**src/rtl/lbp_pkg.sv**
```systemverilog
// rtl/lbp_pkg.sv - shared types and constants for the LBP window sequencer
// Purpose: FSM state encoding, window row offsets and read counts used by
//          lbp_window_sequencer and lbp_scan_counter.
// Ports:   none (package)
package lbp_pkg;

   typedef enum logic [2:0] {
      IDLE  = 3'd0,
      READ  = 3'd1,
      DRAIN = 3'd2,
      EMIT  = 3'd3,
      DONE  = 3'd4
   } state_t;

   // Row offset inside the 3x3 window; also the read index within a column.
   localparam logic [1:0] ROW_TOP = 2'd0;
   localparam logic [1:0] ROW_CTR = 2'd1;
   localparam logic [1:0] ROW_BOT = 2'd2;

   // Reads needed to fill a fresh window vs. to slide it one column right.
   localparam logic [3:0] PRIME_READS = 4'd9;
   localparam logic [3:0] STEP_READS  = 4'd3;

endpackage

```
**src/rtl/lbp_window_sequencer_scan.sv**
```systemverilog
// rtl/lbp_window_sequencer_scan.sv - row/column/read-index counters and address formation
// Purpose: holds the centre row r, column pointer c and in-column read index k,
//          forms the gray read address and the result (centre) address.
// Ports:   clk, reset (async active-low)
//          start_frame - load r=1, c=0, k=0
//          next_row    - r++, c=0, k=0
//          rd_acc      - a gray read was accepted: advance k, and c on k wrap
//          rd_en       - enables gray_addr (READ state), else 0
//          emit_en     - enables lbp_addr (EMIT state), else 0
//          k           - current read index (window row of the next read)
//          gray_addr   - {r-1+k, c}
//          lbp_addr    - {r, c-2}
//          row_end     - c has passed the last column
//          frame_end   - row_end on the last interior row
module lbp_scan_counter
   import lbp_pkg::*;
#(
   parameter int W_LOG2 = 7,
   parameter int H_LOG2 = 7,
   parameter int ADDR_W = W_LOG2 + H_LOG2
) (
   input  logic              clk,
   input  logic              reset,
   input  logic              start_frame,
   input  logic              next_row,
   input  logic              rd_acc,
   input  logic              rd_en,
   input  logic              emit_en,
   output logic [1:0]        k,
   output logic [ADDR_W-1:0] gray_addr,
   output logic [ADDR_W-1:0] lbp_addr,
   output logic              row_end,
   output logic              frame_end
);

   localparam logic [H_LOG2-1:0] R_FIRST = H_LOG2'(1);
   localparam logic [H_LOG2-1:0] R_LAST  = H_LOG2'((1 << H_LOG2) - 2);

   logic [H_LOG2-1:0] r;
   // One extra bit: c runs 0..2^W_LOG2, the top value marking end of row.
   logic [W_LOG2:0]   c;
   logic [H_LOG2-1:0] row_rd;
   logic [W_LOG2-1:0] col_ctr;

   always_ff @(posedge clk or negedge reset) begin
      if (!reset) begin
         r <= '0;
         c <= '0;
         k <= ROW_TOP;
      end else if (start_frame) begin
         r <= R_FIRST;
         c <= '0;
         k <= ROW_TOP;
      end else if (next_row) begin
         r <= r + R_FIRST;
         c <= '0;
         k <= ROW_TOP;
      end else if (rd_acc) begin
         if (k == ROW_BOT) begin
            k <= ROW_TOP;
            c <= c + (W_LOG2 + 1)'(1);
         end else begin
            k <= k + 2'd1;
         end
      end
   end

   assign row_rd  = r - H_LOG2'(ROW_CTR) + H_LOG2'(k);
   // Modulo arithmetic on the low bits is enough: c is in 2..2^W_LOG2 here.
   assign col_ctr = c[W_LOG2-1:0] - W_LOG2'(2);

   assign gray_addr = rd_en   ? {row_rd, c[W_LOG2-1:0]} : '0;
   assign lbp_addr  = emit_en ? {r, col_ctr}            : '0;
   assign row_end   = c[W_LOG2];
   assign frame_end = row_end && (r == R_LAST);

endmodule

```
**src/rtl/lbp_window_sequencer.sv**
```systemverilog
// rtl/lbp_window_sequencer.sv - frame sequencer feeding the LBP window datapath
// Purpose: walks every interior pixel in raster order, issues column-major gray
//          reads to fill/slide the 3x3 window, strobes returned pixels into the
//          datapath and presents each LBP result with its centre address.
// Ports:   clk, reset (async active-low), start
//          gray_req/gray_addr/gray_ready - gray memory read port
//          pix_we/pix_row                - datapath window write strobe, row offset
//          lbp_valid/lbp_addr/lbp_ready  - result handshake
//          busy, finish                  - status
module lbp_window_sequencer
   import lbp_pkg::*;
#(
   parameter int W_LOG2 = 7,
   parameter int H_LOG2 = 7,
   parameter int ADDR_W = W_LOG2 + H_LOG2
) (
   input  logic              clk,
   input  logic              reset,
   input  logic              start,
   output logic              gray_req,
   output logic [ADDR_W-1:0] gray_addr,
   input  logic              gray_ready,
   output logic              pix_we,
   output logic [1:0]        pix_row,
   output logic              lbp_valid,
   output logic [ADDR_W-1:0] lbp_addr,
   input  logic              lbp_ready,
   output logic              busy,
   output logic              finish
);

   state_t     state, state_nxt;
   logic [3:0] n;
   logic       start_frame, next_row, rd_acc, load_step;
   logic [1:0] k;
   logic       row_end, frame_end;

   lbp_scan_counter #(
      .W_LOG2 (W_LOG2),
      .H_LOG2 (H_LOG2),
      .ADDR_W (ADDR_W)
   ) u_scan (
      .clk         (clk),
      .reset       (reset),
      .start_frame (start_frame),
      .next_row    (next_row),
      .rd_acc      (rd_acc),
      .rd_en       (state == READ),
      .emit_en     (state == EMIT),
      .k           (k),
      .gray_addr   (gray_addr),
      .lbp_addr    (lbp_addr),
      .row_end     (row_end),
      .frame_end   (frame_end)
   );

   always_ff @(posedge clk or negedge reset) begin
      if (!reset) state <= IDLE;
      else        state <= state_nxt;
   end

   always_comb begin
      state_nxt   = state;
      gray_req    = 1'b0;
      lbp_valid   = 1'b0;
      finish      = 1'b0;
      start_frame = 1'b0;
      next_row    = 1'b0;
      rd_acc      = 1'b0;
      load_step   = 1'b0;
      case (state)
         IDLE: begin
            if (start) begin
               start_frame = 1'b1;
               state_nxt   = READ;
            end
         end
         READ: begin
            gray_req = 1'b1;
            if (gray_ready) begin
               rd_acc = 1'b1;
               if (n == 4'd1) state_nxt = DRAIN;
            end
         end
         DRAIN: state_nxt = EMIT;
         EMIT: begin
            lbp_valid = 1'b1;
            if (lbp_ready) begin
               if (!row_end) begin
                  load_step = 1'b1;
                  state_nxt = READ;
               end else if (!frame_end) begin
                  next_row  = 1'b1;
                  state_nxt = READ;
               end else begin
                  state_nxt = DONE;
               end
            end
         end
         DONE: begin
            finish    = 1'b1;
            state_nxt = IDLE;
         end
         default: state_nxt = IDLE;
      endcase
   end

   // Remaining reads before the window is complete.
   always_ff @(posedge clk or negedge reset) begin
      if (!reset)                        n <= '0;
      else if (start_frame || next_row)  n <= PRIME_READS;
      else if (load_step)                n <= STEP_READS;
      else if (rd_acc)                   n <= n - 4'd1;
   end

   // Memory returns data one cycle after accept; strobe it with the row it came from.
   always_ff @(posedge clk or negedge reset) begin
      if (!reset) begin
         pix_we  <= 1'b0;
         pix_row <= ROW_TOP;
      end else begin
         pix_we  <= rd_acc;
         pix_row <= rd_acc ? k : ROW_TOP;
      end
   end

   assign busy = (state != IDLE);

endmodule

```
**config.mk**
```make
export PLATFORM = sky130hd
export DESIGN_NAME = lbp_window_sequencer
export DESIGN_NICKNAME = d
export VERILOG_FILES = /design/src/rtl/lbp_pkg.sv /design/src/rtl/lbp_window_sequencer_scan.sv /design/src/rtl/lbp_window_sequencer.sv
export SDC_FILE = /design/constraint.sdc
export NUM_CORES = 1
export LEC_CHECK = 0
export BUFFER_PORTS_ARGS = -buffer_cell sky130_fd_sc_hd__buf_2
export CORE_UTILIZATION = 45
export CTS_CLUSTER_SIZE = 28
export DETAILED_ROUTE_END_ITERATION = 7
export PLACE_DENSITY = 0.68
export SLEW_MARGIN = 10
export SYNTH_ARGS = -nofsm -noshare
export SYNTH_HDL_FRONTEND = slang
export SYNTH_SLANG_ARGS = --single-unit
export TNS_END_PERCENT = 1
```
**constraint.sdc**
```tcl
create_clock -name clk -period 6.4 [get_ports clk]
set_input_delay 0.64 -clock clk [delete_from_list [all_inputs] [get_ports clk]]
set_output_delay 0.64 -clock clk [all_outputs]
set_load 0.1 [all_outputs]
```
* Yosys cells after proc, flatten, opt, wreduce, memory -nomap -nowiden
Cells that the tools add are included.
** Cells by class
- $add $sub $neg :: 7
- Mux-type cells :: 37
- Equality and inequality tests :: 11
- Reduce and logical (&&, ||, !) cells :: 10
** Operator list (count)
- two-way mux 8 bit :: 4
- two-way mux 14 bit :: 2
- two-way mux 3 bit :: 6
- two-way mux 1 bit :: 14
- two-way mux 7 bit :: 2
- two-way mux 4 bit :: 3
- one-hot mux 3 bit (4 select lines) :: 1
- nonzero test 3 bit :: 4
- two-way mux 2 bit :: 5
- adder 8 x 1 -> 8 bit, second input constant :: 1
- inequality test 2 bit, second input constant :: 4
- adder 7 x 1 -> 7 bit, second input constant :: 1
- adder 7 x 2 -> 7 bit :: 1
- == test 7 bit, second input constant :: 1
- subtractor 7 x 1 -> 7 bit, second input constant :: 1
- subtractor 7 x 2 -> 7 bit, second input constant :: 1
- == test 3 x 2 -> 1 bit, second input constant :: 2
- == test 4 x 1 -> 1 bit, second input constant :: 1
- AND reduction 4 bit :: 1
- subtractor 4 x 1 -> 4 bit, second input constant :: 1
- == test 3 x 1 -> 1 bit, second input constant :: 1
- == test 3 bit, second input constant :: 1
- logical NOT 3 bit :: 1
- adder 2 x 1 -> 2 bit, second input constant :: 1
- 5 further kinds :: 5
** Storage, ports and cells
- Word-level logic and storage cells :: 72
- Output and inout bits :: 35
- Bits in registers :: 27
- Bits of input ports :: 5

* Depth between registers and ports, before layout
Gate-level depths: netlist of run 1.
- Depth after elaboration :: 8
- Gate-level depth with buffers :: 9
- Depth with buffers taken out :: 9

* Cells and area by module
A second synthesis of run 1 with hierarchy kept.
** Unflattened totals
- Cells, all modules :: 214
- Area total of the unflattened synthesis :: 1939.4 um^2
** By module, submodules not included
- lbp_scan_counter :: sequential area each 425.4 um^2, area each 1375.1 um^2, times used 1, cells each 158
- lbp_window_sequencer :: sequential area each 250.2 um^2, area each 564.3 um^2, times used 1, cells each 56

* Least setup slack after synthesis of run 1
Ideal clock, no wire load.
- Path kind :: flip-flop to output port
- From :: register state[1]
- To :: output gray_addr[13]
- Data arrival time :: 4.044 ns
- Data required time :: 5.760 ns
- Cell stages (with the launch flop) :: 8
- Buffers on the path :: 3
- Slack :: 1.716 ns
- Path through :: dfrtp_1 > buf_6 > or3b_1 > buf_2 > buf_2 > inv_1 > nand2_1 > o21ai_0
** On the way
- Longest elaborated chain between the ends :: 2
** RTL lines
- start, declared :: RTL line lbp_window_sequencer.sv:32 : state_t state, state_nxt;
- start signal, assigned :: RTL line lbp_window_sequencer.sv:59 : else state <= state_nxt;
- == test 3 x 1 -> 1 bit :: RTL line lbp_window_sequencer.sv:48 : .rd_en (state == READ),
- two-way mux 14 bit :: RTL line lbp_window_sequencer_scan.sv:72 : assign gray_addr = rd_en ? {row_rd, c[W_LOG2-1:0]} : '0;
- end, declared :: RTL line lbp_window_sequencer.sv:21 : output logic [ADDR_W-1:0] gray_addr,
Every way passes these cells.

* Worst setup path after layout of run 1
- From :: register u_scan.k[1]
- To :: output gray_addr[13]
** On the way
- Longest elaborated chain between the ends :: 2
** RTL lines
- start, declared :: RTL line lbp_window_sequencer_scan.sv:29 : output logic [1:0] k,
- start signal, assigned :: RTL line lbp_window_sequencer_scan.sv:63 : k <= k + 2'd1;
- adder 7 x 2 -> 7 bit :: RTL line lbp_window_sequencer_scan.sv:68 : assign row_rd = r - H_LOG2'(ROW_CTR) + H_LOG2'(k);
- two-way mux 14 bit :: RTL line lbp_window_sequencer_scan.sv:72
Every way passes these cells.

==> results.toml, run 1 <==
[layout]
syn2layout_area_growth_pct = 13.1
final_cells = 309
multi_input_area_um2 = 1080
drive_gt1_share_pct = 18.9
fillerInstances = 400
antenna_cells = 0
seq_area_um2 = 676
fin_util_pct = 53.4
final_nets = 283

[clocking]
clk_path_buf_depth = 2
cts_resized = 0
htree_levels = 1
cts_tree = "built"
cts_made_buffers = 3
cts_sinks = 27
clk_latency_ps = 270
cts_hold_buf = 0
post_cts.repair.setup_buffers = 0
clk_pin_slew_ps = 90
root_buffer = "clkbuf_8"

[critical_path]
critical_path.max_fanout = 5
critical_path_required_ps = 5760
crit_path_start_kind = "flip-flop"
endpoint_kind = "primary output"
worstPathCellList = "inv_1 > ha_1 > inv_1 > ha_1 > a211oi_1 > o21bai_1 > a2111o_1 > o21ai_0 > buf_2"
critPathKind = "flip-flop to primary output"
crit_slowest_cell = "buf_2"
critical_path_arrival_ps = 2660
max_stage_delay_ps = 440

[status]
outcome = "complete, no violations"

[timing]
max_freq_mhz = 303
finalSetupTns_ps = 0
hold_viol_final = 0
slew_headroom_pct = 52.5
clock_skew_ps = 6.31
worstMarginPinSlew_ps = 711
fin_crit_sh_pct = 51.6
maxSlewViolCount = 0
post-route-min-period_ps = 3300
setup_viol = 0
rsz0062_at_grt = "false"

[global_route]
antenna_found_initial = 0
grt_pass1_wl_mm = 6.77
overflow = 0
track_usage_pct = 19.9
grt_pass1_vias = 1462
grt_max_degree = 28

[synthesis]
synthArstFlopShare_pct = 100
avgSynthCellArea_um2 = 8.41
ys_warn_count = 0
ys.flop_type = "dfrtp_1"
netlist_instances = 226
seq_area_frac_synth_pct = 35.5
synthesis.area_um2 = 1900
synthesis.nets = 249
synth_edf_count = 0
ys_types = 39
synth_seq_cells = 27

[placed_design]
gp_congestion = 0.816
port_buffers = 39
dpl.cell_count = 305
hpwl_mm = 3.02

[routing]
wirelength_mm = 4.01
vias = 1583
first_iter_violations = 70
drc = 0
via_per_inst = 5.12
drt_pass1_iterations = 4
wl_per_cell_um = 13.0
ant_nets = 0

[die]
die_x_um = 67.0
core_um2 = 4030
die_h_um = 67.0
rows = 23
die_area_um2 = 4490
pin_count = 40
start_util_pct = 47.2

[worst_hold_path]
hold_path_class = "input port to async pin"

[run]
drv_cap = 0
==> layout make-up <==
cell class	count	share of cell area (%)
clock buffer	4	2.10
multi-input combinational	165	50.3
inverter	24	4.19
tap	50	2.91
sequential	27	31.4
timing repair buffer	39	9.08
==> critical path: cells and delay by family, from the launching register on <==
family	cells	cell delay, ps
adders and majority gates	2	460
AOI/OAI and AO/OA	4	880
buffers and inverters	3	660
DFF	1	390
==> logic make-up after synthesis <==
kind of cell / after synthesis / share of synthesized area, %
AO/OA/AOI/OAI: 29 / 9.55
AND/OR/NAND/NOR: 98 / 25.8
multiplexers: 1 / 0.527
adder cells (fa/ha/maj): 18 / 12.2
flip-flops: 27 / 35.5
XOR/XNOR: 19 / 8.76
buffers and inverters: 34 / 7.57
==> flip-flops by register name, indices dropped and copies added, names as in the netlist <==
name      cells
pix_row       2
n             4
u_scan.k      2
u_scan.c      8
pix_we        1
state         3
u_scan.r      7
==> stage by stage <==
| stage | worst slack [ps] | hold slack (ps) | cell area (um2) |
|---|---|---|---|
| 2_1_floorplan | 1720 | 344 | 1900 |
| 3_3_place_gp | 3440 | 529 | 2100 |
| 3_5_place_dp | 3400 | 520 | 2100 |
| 4_1_cts | 3080 | 397 | 2150 |
| 5_1_grt | 2890 | 417 | 2150 |
| 6_report | 3100 | 381 | 2150 |
==> layout by cell type, fill, tap and decap left out, types with 6 or more instances in the layout <==
cell type,count
xnor2_1,15
o21ai_0,8
inv_1,23
nor2_1,40
nand2_1,14
and2_1,9
buf_2,39
ha_1,17
a21oi_1,9
nor4_1,6
dfrtp_1,27
==> worst paths after layout <==
check | slack [ps] | startpoint | cells after the start | to
max | 3100 | u_scan.k[1] | 9 | gray_addr[13]
max reg2reg | 4180 | state[0] | 4 | n[0]
min reg2reg | 550 | state[2] | 1 | state[0]
min | 380 | reset | 1 | n[0]
max in group asynchronous | 5620 | reset | 1 | u_scan.c[0]
min in group clk | 550 | state[2] | 1 | state[0]
==> Yosys cell counts, types with 2 or more instances <==
| cell type | number | area, um2 |
|---|---|---|
| inv_1 | 23 | 86.3 |
| a21o_1 | 3 | 22.5 |
| nor3_1 | 5 | 25.0 |
| nand2_1 | 14 | 52.6 |
| a211oi_1 | 4 | 30.0 |
| a21oi_1 | 9 | 45.0 |
| nand4_1 | 3 | 18.8 |
| nor4_1 | 6 | 37.5 |
| xor2_1 | 4 | 35.0 |
| nor2_2 | 3 | 18.8 |
| and2_1 | 9 | 56.3 |
| nand3_1 | 5 | 25.0 |
| dfrtp_1 | 27 | 676 |
| nor2_1 | 40 | 150 |
| clkbuf_1 | 4 | 15.0 |
| buf_2 | 4 | 20.0 |
| nand3b_1 | 3 | 22.5 |
| ha_1 | 17 | 213 |
| xnor2_1 | 15 | 131 |
| o21ai_0 | 8 | 40.0 |
| or3_1 | 2 | 12.5 |
==> per-layer routing <==
layer,vias up,GRT usage (%),routed length (um)
met1,743,28.8,2090
li1,814,-,-
met2,24,31.3,1790
met5,-,0,0
met3,2,2.23,107
met4,0,4.79,25
Power of run 1 is not shown: default switching activity piles up to over one toggle a cycle in this logic, so the estimate is an artifact.
==> inputs of run 2 (changes only) <==
--- a/config.mk
+++ b/config.mk
@@ -5,11 +5,12 @@
 export SDC_FILE = /design/constraint.sdc
 export NUM_CORES = 1
 export LEC_CHECK = 0
+export ABC_AREA = 1
 export BUFFER_PORTS_ARGS = -buffer_cell sky130_fd_sc_hd__buf_2
 export CORE_UTILIZATION = 45
 export CTS_CLUSTER_SIZE = 28
 export DETAILED_ROUTE_END_ITERATION = 7
-export PLACE_DENSITY = 0.68
+export PLACE_DENSITY = 0.67
 export SLEW_MARGIN = 10
 export SYNTH_ARGS = -nofsm -noshare
 export SYNTH_HDL_FRONTEND = slang
==> constraint.sdc (replaced) <==
create_clock -name clk -period 3.4 [get_ports clk]
set_input_delay 0.34 -clock clk [delete_from_list [all_inputs] [get_ports clk]]
set_output_delay 0.34 -clock clk [all_outputs]
set_load 0.1 [all_outputs]
==> run 2 against run 1 <==
- critical path depth rose by 3
- setup slack worse by 2800 ps
- synthesized cell count up 23%
- hold slack worse by 320 ps
- count of clock-buffer cells in the layout shrank 1
- synthesized area increased by 9.2%
- design area up 9.0%
- flip-flop and latch count stayed put
==> results.toml, run 2 <==
[status]
outcome = "complete, no violations"

[timing]
clock_skew_ps = 3.85
rsz0062_at_grt = "false"
post-route-min-period_ps = 3080
slew_headroom_pct = 57.6
setup_viol = 0
worstMarginPinSlew_ps = 634
max_freq_mhz = 324
fin_crit_sh_pct = 90.6
maxSlewViolCount = 0
hold_viol_final = 0

[synthesis]
synthSimpleGateAreaFrac_pct = 33.6
synth_area_leader_cell = "dfrtp_1"
synthesis.area_um2 = 2080
synth_edf_count = 0
synth.area.mux_share_pct = 0
yosys-top-cells-count = "56 x nand2_1, 43 x nor2_1, 41 x inv_1, 27 x dfrtp_1, 21 x nand3_1"
yosys.area_share.adder_pct = 11.2
synth_top_family_by_area = "simple AND/OR/NAND/NOR gates"
seq_area_frac_synth_pct = 32.5
netlist_instances = 277
synth_xor_area_share_pct = 4.22
synth_most_common_cell = "nand2_1"
synth_compound_area_share_pct = 8.56
avgSynthCellArea_um2 = 7.49
synthesis.nets = 300
ys_types = 36
ys_warn_count = 0
yosysTopAreaCellShare_pct = 32.5
ys_top_cells_by_area = "dfrtp_1 33%, ha_1 10%, nand2_1 10%, nor2_1 7.8%, inv_1 7.4%"
synthArstFlopShare_pct = 100
ys.flop_type = "dfrtp_1"
synth_seq_cells = 27

[global_route]
antenna_found_initial = 0
grt_pass1_vias = 1685
overflow = 0
grt_pass1_wl_mm = 7.82
track_usage_pct = 19.6
grt_max_degree = 28

[clocking]
post_cts.repair.setup_buffers = 0
cts_hold_buf = 0
cts_made_buffers = 3
cts_tree = "built"
root_buffer = "clkbuf_8"
htree_levels = 1
clk_pin_slew_ps = 100
cts_resized = 0
clk_latency_ps = 280
clk_path_buf_depth = 2
cts_sinks = 27

[die]
rows = 24
core_um2 = 4380
die_x_um = 69.9
die_h_um = 69.9
die_area_um2 = 4890
pin_count = 40
start_util_pct = 47.3

[critical_path]
r2r_start = "state[2]"
r2r_slack_ps = 1650
worstPathCellList = "inv_1 > ha_1 > inv_1 > ha_1 > fa_1 > nand2_1 > inv_1 > o21ai_0 > nand2_1 > nand2_1 > nor3b_2 > buf_2"
critical_path_required_ps = 3060
ff2ff_path_depth = 7
critical_path.max_fanout = 5
timing.rr.end = "state[0]"
endpoint_kind = "primary output"
max_stage_delay_ps = 450
crit_slowest_cell = "buf_2"
crit_path_start_kind = "flip-flop"
cp-startpoint = "u_scan.r[1]"
critPathKind = "flip-flop to primary output"
critical_path_arrival_ps = 2740

[layout]
final_cells = 367
top_register = "u_scan.c"
final_nets = 339
mostFrequentLayoutCells = "56 x nand2_1, 43 x nor2_1, 41 x inv_1"
final_common_cell = "nand2_1"
drive_gt1_share_pct = 18.4
largest_reg_flops = 8
syn2layout_area_growth_pct = 12.9
reg_top3 = "u_scan.c: 8 flops, u_scan.r: 7 flops, n: 4 flops"
antenna_cells = 0
fillerInstances = 442

[routing]
via_per_inst = 4.99
wl_per_cell_um = 12.3
highest_layer = "met4"
dr_wl_met3_um = 211
route.met2.wl_mm = 2.00
met1Wirelength_mm = 2.25
vias = 1833
drc = 0
drt_pass1_iterations = 6
ant_nets = 0
first_iter_violations = 99
wirelength_mm = 4.52

[placed_design]
hpwl_mm = 3.38
port_buffers = 39
gp_congestion = 0.818
dpl.cell_count = 363

[run]
drv_cap = 0

[worst_hold_path]
hold_path_class = "input port to async pin"
-- run 2: cell count changes in the layout (fill, tap and decap cells not counted), moves of 4 or more --
cell and delta:
inv_1 +18, o21ai_0 +6, xor2_1 +5, nor4_1 -5, a211oi_1 -4, nand2_1 +42, nand3_1 +16, and2_1 -9
xnor2_1 -14
-- run 2: area by class of cell --
type | instances | area [um2] | share of cell area (%)
inverters | 43 | 161 | 6.89
repair buffers | 39 | 195 | 8.33
clock buffers | 3 | 41.3 | 1.76
flip-flops and latches | 27 | 676 | 28.8
clock inverters | 1 | 5.00 | 0.214
multi-input cells | 202 | 1200 | 51.2
well taps | 52 | 65.1 | 2.78
-- run 2: critical path, delay by kind of cell (launching register included) --
kind,cells,cell delay [ps]
fa+ha+maj,3,890
simple gates,4,360
compound gates,1,150
flops,1,430
buf+inv,4,640
-- run 2: cells by family (layout without fill, tap and decap cells) --
logic type,after synthesis,after routing
AO/OA/AOI/OAI,29,29
XOR/XNOR,10,10
flip-flops,27,27
adder cells (fa/ha/maj),18,18
AND/OR/NAND/NOR,145,145
buffers and inverters,48,86
-- run 2: worst max-delay path by stage --
stage          slack, ps             to  depth (start not counted)
2_1_floorplan       -430  gray_addr[10]                          8
6_report             320  gray_addr[12]                         12
3_3_place_gp         700  gray_addr[12]                         12
5_1_grt               50  gray_addr[12]                         12
3_5_place_dp         640  gray_addr[12]                         12
4_1_cts              310  gray_addr[12]                         12
-- run 2: layer usage --
| metal | track usage (%) | vias up |
|---|---|---|
| met5 | 0 | - |
| met4 | 5.11 | 0 |
| met3 | 4.04 | 7 |
| met2 | 30.1 | 47 |
| met1 | 28.3 | 814 |
| li1 | - | 965 |
-- run 2: through the flow --
stage | TNS, ps | instance area, um2 | hold WS (ps) | setup WS, ps | utilization [%]
after floorplan | -549 | 2080 | 44.4 | -435 | -
after global placement | 0 | 2300 | 402 | 696 | 52.4
after detailed placement | 0 | 2300 | 405 | 643 | 52.4
after CTS | 0 | 2340 | 88.4 | 309 | 53.5
after global routing | 0 | 2340 | 106 | 53.1 | 53.5
final | 0 | 2340 | 59.9 | 318 | 53.5
Power of run 2 is left out for the same reason.
